===== src/rtl/ser_comm_pkg.sv =====
// ser_comm_pkg: shared types and default flag constants for the serial-communication datapath.
package ser_comm_pkg;
  typedef enum logic {HUNT, FRAME} state_e;
  localparam int             SER_FLAG_W     = 8;
  localparam logic [7:0]     SER_START_FLAG = 8'b0111_1110;
  localparam logic [7:0]     SER_STOP_FLAG  = 8'b1000_0001;
endpackage


===== src/rtl/ser_flag_matcher.sv =====
// ser_flag_matcher: compares a FLAG_W-bit window against a fixed flag pattern.
module ser_flag_matcher
  import ser_comm_pkg::*;
#(
  parameter int                FLAG_W  = SER_FLAG_W,
  parameter logic [FLAG_W-1:0] PATTERN = SER_START_FLAG
) (
  input  logic [FLAG_W-1:0] win_i,
  output logic              match_o
);
  assign match_o = win_i == PATTERN;
endmodule


===== src/rtl/ser_frame_receiver.sv =====
// ser_frame_receiver: hunts a serial stream for a start flag, forwards payload bits delayed by
// one flag length, closes the frame on a stop flag and aborts it once it exceeds MAX_LEN bits.
module ser_frame_receiver
  import ser_comm_pkg::*;
#(
  parameter int                FLAG_W     = SER_FLAG_W,
  parameter logic [FLAG_W-1:0] START_FLAG = SER_START_FLAG,
  parameter logic [FLAG_W-1:0] STOP_FLAG  = SER_STOP_FLAG,
  parameter int                MAX_LEN    = 64,
  parameter int                LEN_W      = $clog2(MAX_LEN + 1)
) (
  input  logic             clk,
  input  logic             rst,
  input  logic             RcIn,
  output logic             txOut,
  output logic             txValid,
  output logic             txEnd,
  output logic             txAbort,
  output logic [LEN_W-1:0] frameLen,
  output logic             busy
);
  localparam int               CNT_W    = $clog2(FLAG_W + 2);
  localparam logic [CNT_W-1:0] CNT_STOP = CNT_W'(FLAG_W - 1);
  localparam logic [CNT_W-1:0] CNT_EMIT = CNT_W'(FLAG_W);
  localparam logic [CNT_W-1:0] CNT_SAT  = CNT_W'(FLAG_W + 1);
  localparam logic [LEN_W-1:0] LEN_MAX  = LEN_W'(MAX_LEN);
  state_e             state_q, state_d;
  logic [FLAG_W-1:0]  sr_q, sr_d, win;
  logic [CNT_W-1:0]   cnt_q, cnt_d;
  logic [LEN_W-1:0]   len_q, len_d, len_nx;
  logic [LEN_W-1:0]   frame_len_q, frame_len_d;
  logic               tx_out_q, tx_out_d, tx_valid_q, tx_valid_d;
  logic               tx_end_q, tx_end_d, tx_abort_q, tx_abort_d, busy_q, busy_d;
  logic               start_hit, stop_hit, in_frame, emit, stop, abort, emit_ok, fin;
  assign win  = {sr_q[FLAG_W-2:0], RcIn};
  assign sr_d = win;
  ser_flag_matcher #(.FLAG_W(FLAG_W), .PATTERN(START_FLAG)) u_start (
    .win_i   (win),
    .match_o (start_hit)
  );
  ser_flag_matcher #(.FLAG_W(FLAG_W), .PATTERN(STOP_FLAG)) u_stop (
    .win_i   (win),
    .match_o (stop_hit)
  );
  // cnt counts edges since the start flag; a bit only leaves the window as payload once
  // the window is entirely post-start, and a stop needs the same condition one edge earlier.
  assign in_frame = state_q == FRAME;
  assign emit     = in_frame && cnt_q >= CNT_EMIT;
  assign stop     = in_frame && cnt_q >= CNT_STOP && stop_hit;
  assign abort    = emit && len_q == LEN_MAX;
  assign emit_ok  = emit && !abort;
  assign fin      = stop && !abort;
  assign len_nx   = emit_ok ? len_q + 1'b1 : len_q;
  always_ff @(posedge clk or negedge rst)
    if (!rst) begin
      state_q     <= HUNT;
      sr_q        <= '0;
      cnt_q       <= '0;
      len_q       <= '0;
      tx_out_q    <= 1'b0;
      tx_valid_q  <= 1'b0;
      tx_end_q    <= 1'b0;
      tx_abort_q  <= 1'b0;
      frame_len_q <= '0;
      busy_q      <= 1'b0;
    end else begin
      state_q     <= state_d;
      sr_q        <= sr_d;
      cnt_q       <= cnt_d;
      len_q       <= len_d;
      tx_out_q    <= tx_out_d;
      tx_valid_q  <= tx_valid_d;
      tx_end_q    <= tx_end_d;
      tx_abort_q  <= tx_abort_d;
      frame_len_q <= frame_len_d;
      busy_q      <= busy_d;
    end
  always_comb begin
    state_d = in_frame ? ((abort || fin) ? HUNT : FRAME) : (start_hit ? FRAME : HUNT);
    cnt_d   = !in_frame ? '0 : (cnt_q == CNT_SAT ? cnt_q : cnt_q + 1'b1);
    len_d   = !in_frame ? '0 : len_nx;
  end
  always_comb begin
    tx_out_d    = emit_ok & sr_q[FLAG_W-1];
    tx_valid_d  = emit_ok;
    tx_end_d    = fin;
    tx_abort_d  = abort;
    frame_len_d = fin ? len_nx : frame_len_q;
    busy_d      = state_d == FRAME;
  end
  assign txOut    = tx_out_q;
  assign txValid  = tx_valid_q;
  assign txEnd    = tx_end_q;
  assign txAbort  = tx_abort_q;
  assign frameLen = frame_len_q;
  assign busy     = busy_q;
endmodule

===== config.mk =====
export PLATFORM = sky130hd
export DESIGN_NAME = ser_frame_receiver
export DESIGN_NICKNAME = d
export VERILOG_FILES = /design/src/rtl/ser_comm_pkg.sv /design/src/rtl/ser_flag_matcher.sv /design/src/rtl/ser_frame_receiver.sv
export SDC_FILE = /design/constraint.sdc
export NUM_CORES = 1
export LEC_CHECK = 0
export ABC_CLOCK_PERIOD_IN_PS = 5500
export CAP_MARGIN = 5
export CORE_AREA = 2 2 53 55
export DETAILED_ROUTE_END_ITERATION = 16
export DIE_AREA = 0 0 55 57
export GPL_ROUTABILITY_DRIVEN = 1
export PLACE_DENSITY = 0.76
export SLEW_MARGIN = 40
export SYNTH_ARGS = -nofsm -noshare
export SYNTH_HDL_FRONTEND = slang
export SYNTH_HIERARCHICAL = 1
export SYNTH_SLANG_ARGS = --single-unit

===== constraint.sdc =====
create_clock -name clk -period 5.5 [get_ports clk]
set_clock_uncertainty 0.15 [all_clocks]
set_input_delay 0.55 -clock clk [delete_from_list [all_inputs] [get_ports clk]]
set_output_delay 0.55 -clock clk [all_outputs]
set_load 0.03 [all_outputs]

==> results.md <==
* Half-perimeter wire length after placement at 1.79 mm
* Number of max-slew violations in the final report at 0
* Via density at 5.60
* Starting DRC count in detailed routing at 39
* Leading post-synthesis cells by instance count: 31 x sky130_fd_sc_hd__dfrtp_1, 21 x sky130_fd_sc_hd__nor2_1, 11 x sky130_fd_sc_hd__a21oi_1
* Diode insertion count for antenna repair at 0
* Leakage power total at 0.703 nW
* Clock latency on the worst-skew pair at 0.33 ns
* Asr flop ratio synth at 100%
* Transition time of the tightest slew-check pin at 0.416 ns
* Width of the chip at 55 um
* Floorplan Core Area at 2620 um^2
* Wire length reported by the detailed router at 2.60 mm
* Final period demand of the worst path at 2.22 ns
* Overflow left after global routing at 0
* Number of clock sinks at 31
* Count of state elements after synthesis at 31
* Required arrival time at the worst endpoint at 4.80 ns
* Cts-stage hold buffer count at 0
* Hold path startpoint: sr_q[0]$_DFF_PN0_
* Overall Global Routing Usage at 20.9%
* Worst Hold Slack at 0.253 ns
* Series of cell instances along the critical path: clkdlybuf4s50_1
* Gates resized, CTS repair at 0
* Cell count of the worst reg-to-reg path at 7
* Crit. End Element: output pin
* Cell area after synthesis at 1370 um^2
* Biggest fanout along the worst timing path at 7
* Placer's final routability congestion estimate at 0.858
* Buf/Inv on CP at 1
* Synth top area cells: sky130_fd_sc_hd__dfrtp_1 57%, sky130_fd_sc_hd__nor2_1 5.8%, sky130_fd_sc_hd__ha_1 4.6%
* Share of layout cells above drive strength 1 at 8.33%
* Vias post-DR at 980
* Maximum single-stage delay on the critical path at 0.72 ns
* Worst setup path category: flip-flop to output pin
* Cell count after synthesis at 125
* Area of the die at 3140 um^2
* Number of remaining DRC errors at 0
* Worst IR drop on VDD at 0.000342 V
* Fmax at 451 MHz
* Clock tree from TritonCTS: yes
* Setup slack on the worst flop-to-flop path at 3.34 ns
* Class of the tightest hold or removal check: flip-flop to flip-flop
* Via count of the first global-routing pass at 998
* Outcome: finished clean
* Reg-to-Reg Start: sr_q[5]$_DFF_PN0_
* Count of flip-flops with a built-in enable after synthesis at 0
* CP Launch Type: flip-flop
* Master cell of the clock root buffer: sky130_fd_sc_hd__clkbuf_4
* Maximum number of pins on one net before global-route repair at 32
* Clock slew at reported path FFs at 0.08 ns
* Final-stage net count at 153
* Remaining antenna violation count after routing at 0
* Number of setup buffers added after CTS at 0
* Mean cell area of the mapped netlist at 10.9 um^2
* H-tree level count at 2
* Main flop type after synthesis: sky130_fd_sc_hd__dfrtp_1
* Worst setup path startpoint: busy$_DFF_PN0_
* Most numerous cell in the Yosys netlist: sky130_fd_sc_hd__dfrtp_1
* TritonCTS buffer count at 5
* Final hold violation count at 0
* Register area share after synthesis at 56.8%
* Setup Viol. Count Final at 0
* Wire length of the first global-routing pass at 4.46 mm
* Yosys warnings at 6
* Crit path max-delay family: buffers and inverters
* P&R area growth vs syn at 15.8%
* Number of standard-cell rows in the floorplan at 19
* Logic depth of the worst setup path including buffers at 1
* Final clock period utilization by the worst path at 40.3%
* Number of antenna violations at the first check in global routing at 0
* Critical Path AT at 1.52 ns
* Effective utilization at floorplan at 52.2%
* Hold path cells at 0
* # port buffers at 14
* Number of nets produced by synthesis at 133
* Fin Setup TNS at 0 ns
* Largest area contributor in the netlist: sky130_fd_sc_hd__dfrtp_1
* RSZ-0062 raised after global routing: false
* Distinct cells, synth at 32
* Slowest cell on the critical path: sky130_fd_sc_hd__clkdlybuf4s50_1
* Headroom to the max-slew limit at 72.3%
* Power per unit of standard cell area at 444 nW/um^2
* Routed wire per std cell at 14.9 um
* Share of the synthesized area in the top cell type at 56.8%
* Die height at 57 um
* Total area of multi-input combinational cells at 548 um^2
* Max-cap violations at 0
* Fillers at 231
* Maximum clock insertion buffer count at 2
* Sequential cell area in the final layout at 776 um^2
* Num ports at 15
* Total iterations of the first detailed-routing run at 5
-- metal layers --
metal / global-route usage, % / part of all wire (%) / vias up
met5: 0 / 0 / -
met2: 30.8 / 49 / 38
met1: 25.4 / 42 / 467
li1: - / - / 470
met3: 9.42 / 6.6 / 5
met4: 10.8 / 2.1 / 0
-- report_power, final --
part / leakage [nW] / switching, mW / total [mW] / internal [mW]
registers: 0.387 / 0.0656 / 0.343 / 0.277
logic: 0.292 / 0.140 / 0.246 / 0.106
clock network: 0.0242 / 0.0698 / 0.115 / 0.0453
total: 0.703 / 0.275 / 0.703 / 0.428
-- flip-flops by register name (all words and copies together) (netlist names) --
register	flops
txEnd	1
txOut	1
sr_q	8
len_q	7
cnt_q	4
frameLen	7
txValid	1
txAbort	1
busy	1
-- cells by family (layout without fill, tap and decap cells) --
family / Yosys count / after routing / synth area share (%)
adder cells (fa/ha/maj): 5 / 5 / 4.58
flip-flops: 31 / 31 / 56.8
XOR/XNOR: 7 / 7 / 4.49
AND/OR/NAND/NOR: 47 / 47 / 18.8
AO/OA/AOI/OAI: 23 / 23 / 10.8
buffers and inverters: 10 / 29 / 3.11
multiplexers: 2 / 2 / 1.47
-- stage by stage --
step	cell area (um^2)	total power, mW	util [%]	instances	setup WS [ns]
after detailed placement	1540	0.593	58.8	168	2.89
after global placement	1540	0.574	58.8	168	3.03
after global routing	1580	0.763	60.5	175	3.19
after floorplan	1370	0.512	-	125	3.69
final	1580	0.703	60.5	175	3.28
after CTS	1580	0.708	60.3	174	3.21
-- cell type report --
cell class / count / area share, %
clock buffers: 6 / 2.61
inverters: 7 / 1.66
multi-input cells: 84 / 34.6
flip-flops and latches: 31 / 49.0
well taps: 31 / 2.45
repair buffers: 16 / 9.64
-- layout by cell type, fill, tap and decap left out, types with 2 or more instances in the layout --
| cell | Yosys | final |
|---|---|---|
| sky130_fd_sc_hd__xnor2_1 | 6 | 6 |
| sky130_fd_sc_hd__dfrtp_1 | 31 | 31 |
| sky130_fd_sc_hd__nand4_1 | 2 | 2 |
| sky130_fd_sc_hd__nand3_1 | 4 | 4 |
| sky130_fd_sc_hd__inv_1 | 7 | 7 |
| sky130_fd_sc_hd__nand4b_1 | 2 | 2 |
| sky130_fd_sc_hd__mux2i_1 | 2 | 2 |
| sky130_fd_sc_hd__nor2_1 | 21 | 21 |
| sky130_fd_sc_hd__and2_1 | 2 | 2 |
| sky130_fd_sc_hd__nand2_1 | 8 | 8 |
| sky130_fd_sc_hd__a21oi_1 | 11 | 11 |
| sky130_fd_sc_hd__clkdlybuf4s50_1 | 0 | 14 |
| sky130_fd_sc_hd__clkbuf_4 | 0 | 5 |
| sky130_fd_sc_hd__o21ai_1 | 3 | 3 |
| sky130_fd_sc_hd__ha_1 | 5 | 5 |
| sky130_fd_sc_hd__a31oi_1 | 3 | 3 |
-- worst paths after layout --
check / endpoint
max: busy
min: sr_q[1]$_DFF_PN0_
max reg2reg: frameLen[2]$_DFFE_PN0P_
min reg2reg: sr_q[1]$_DFF_PN0_
max in group asynchronous: frameLen[2]$_DFFE_PN0P_
min in group asynchronous: sr_q[1]$_DFF_PN0_
(Power assumes the default switching activity.)
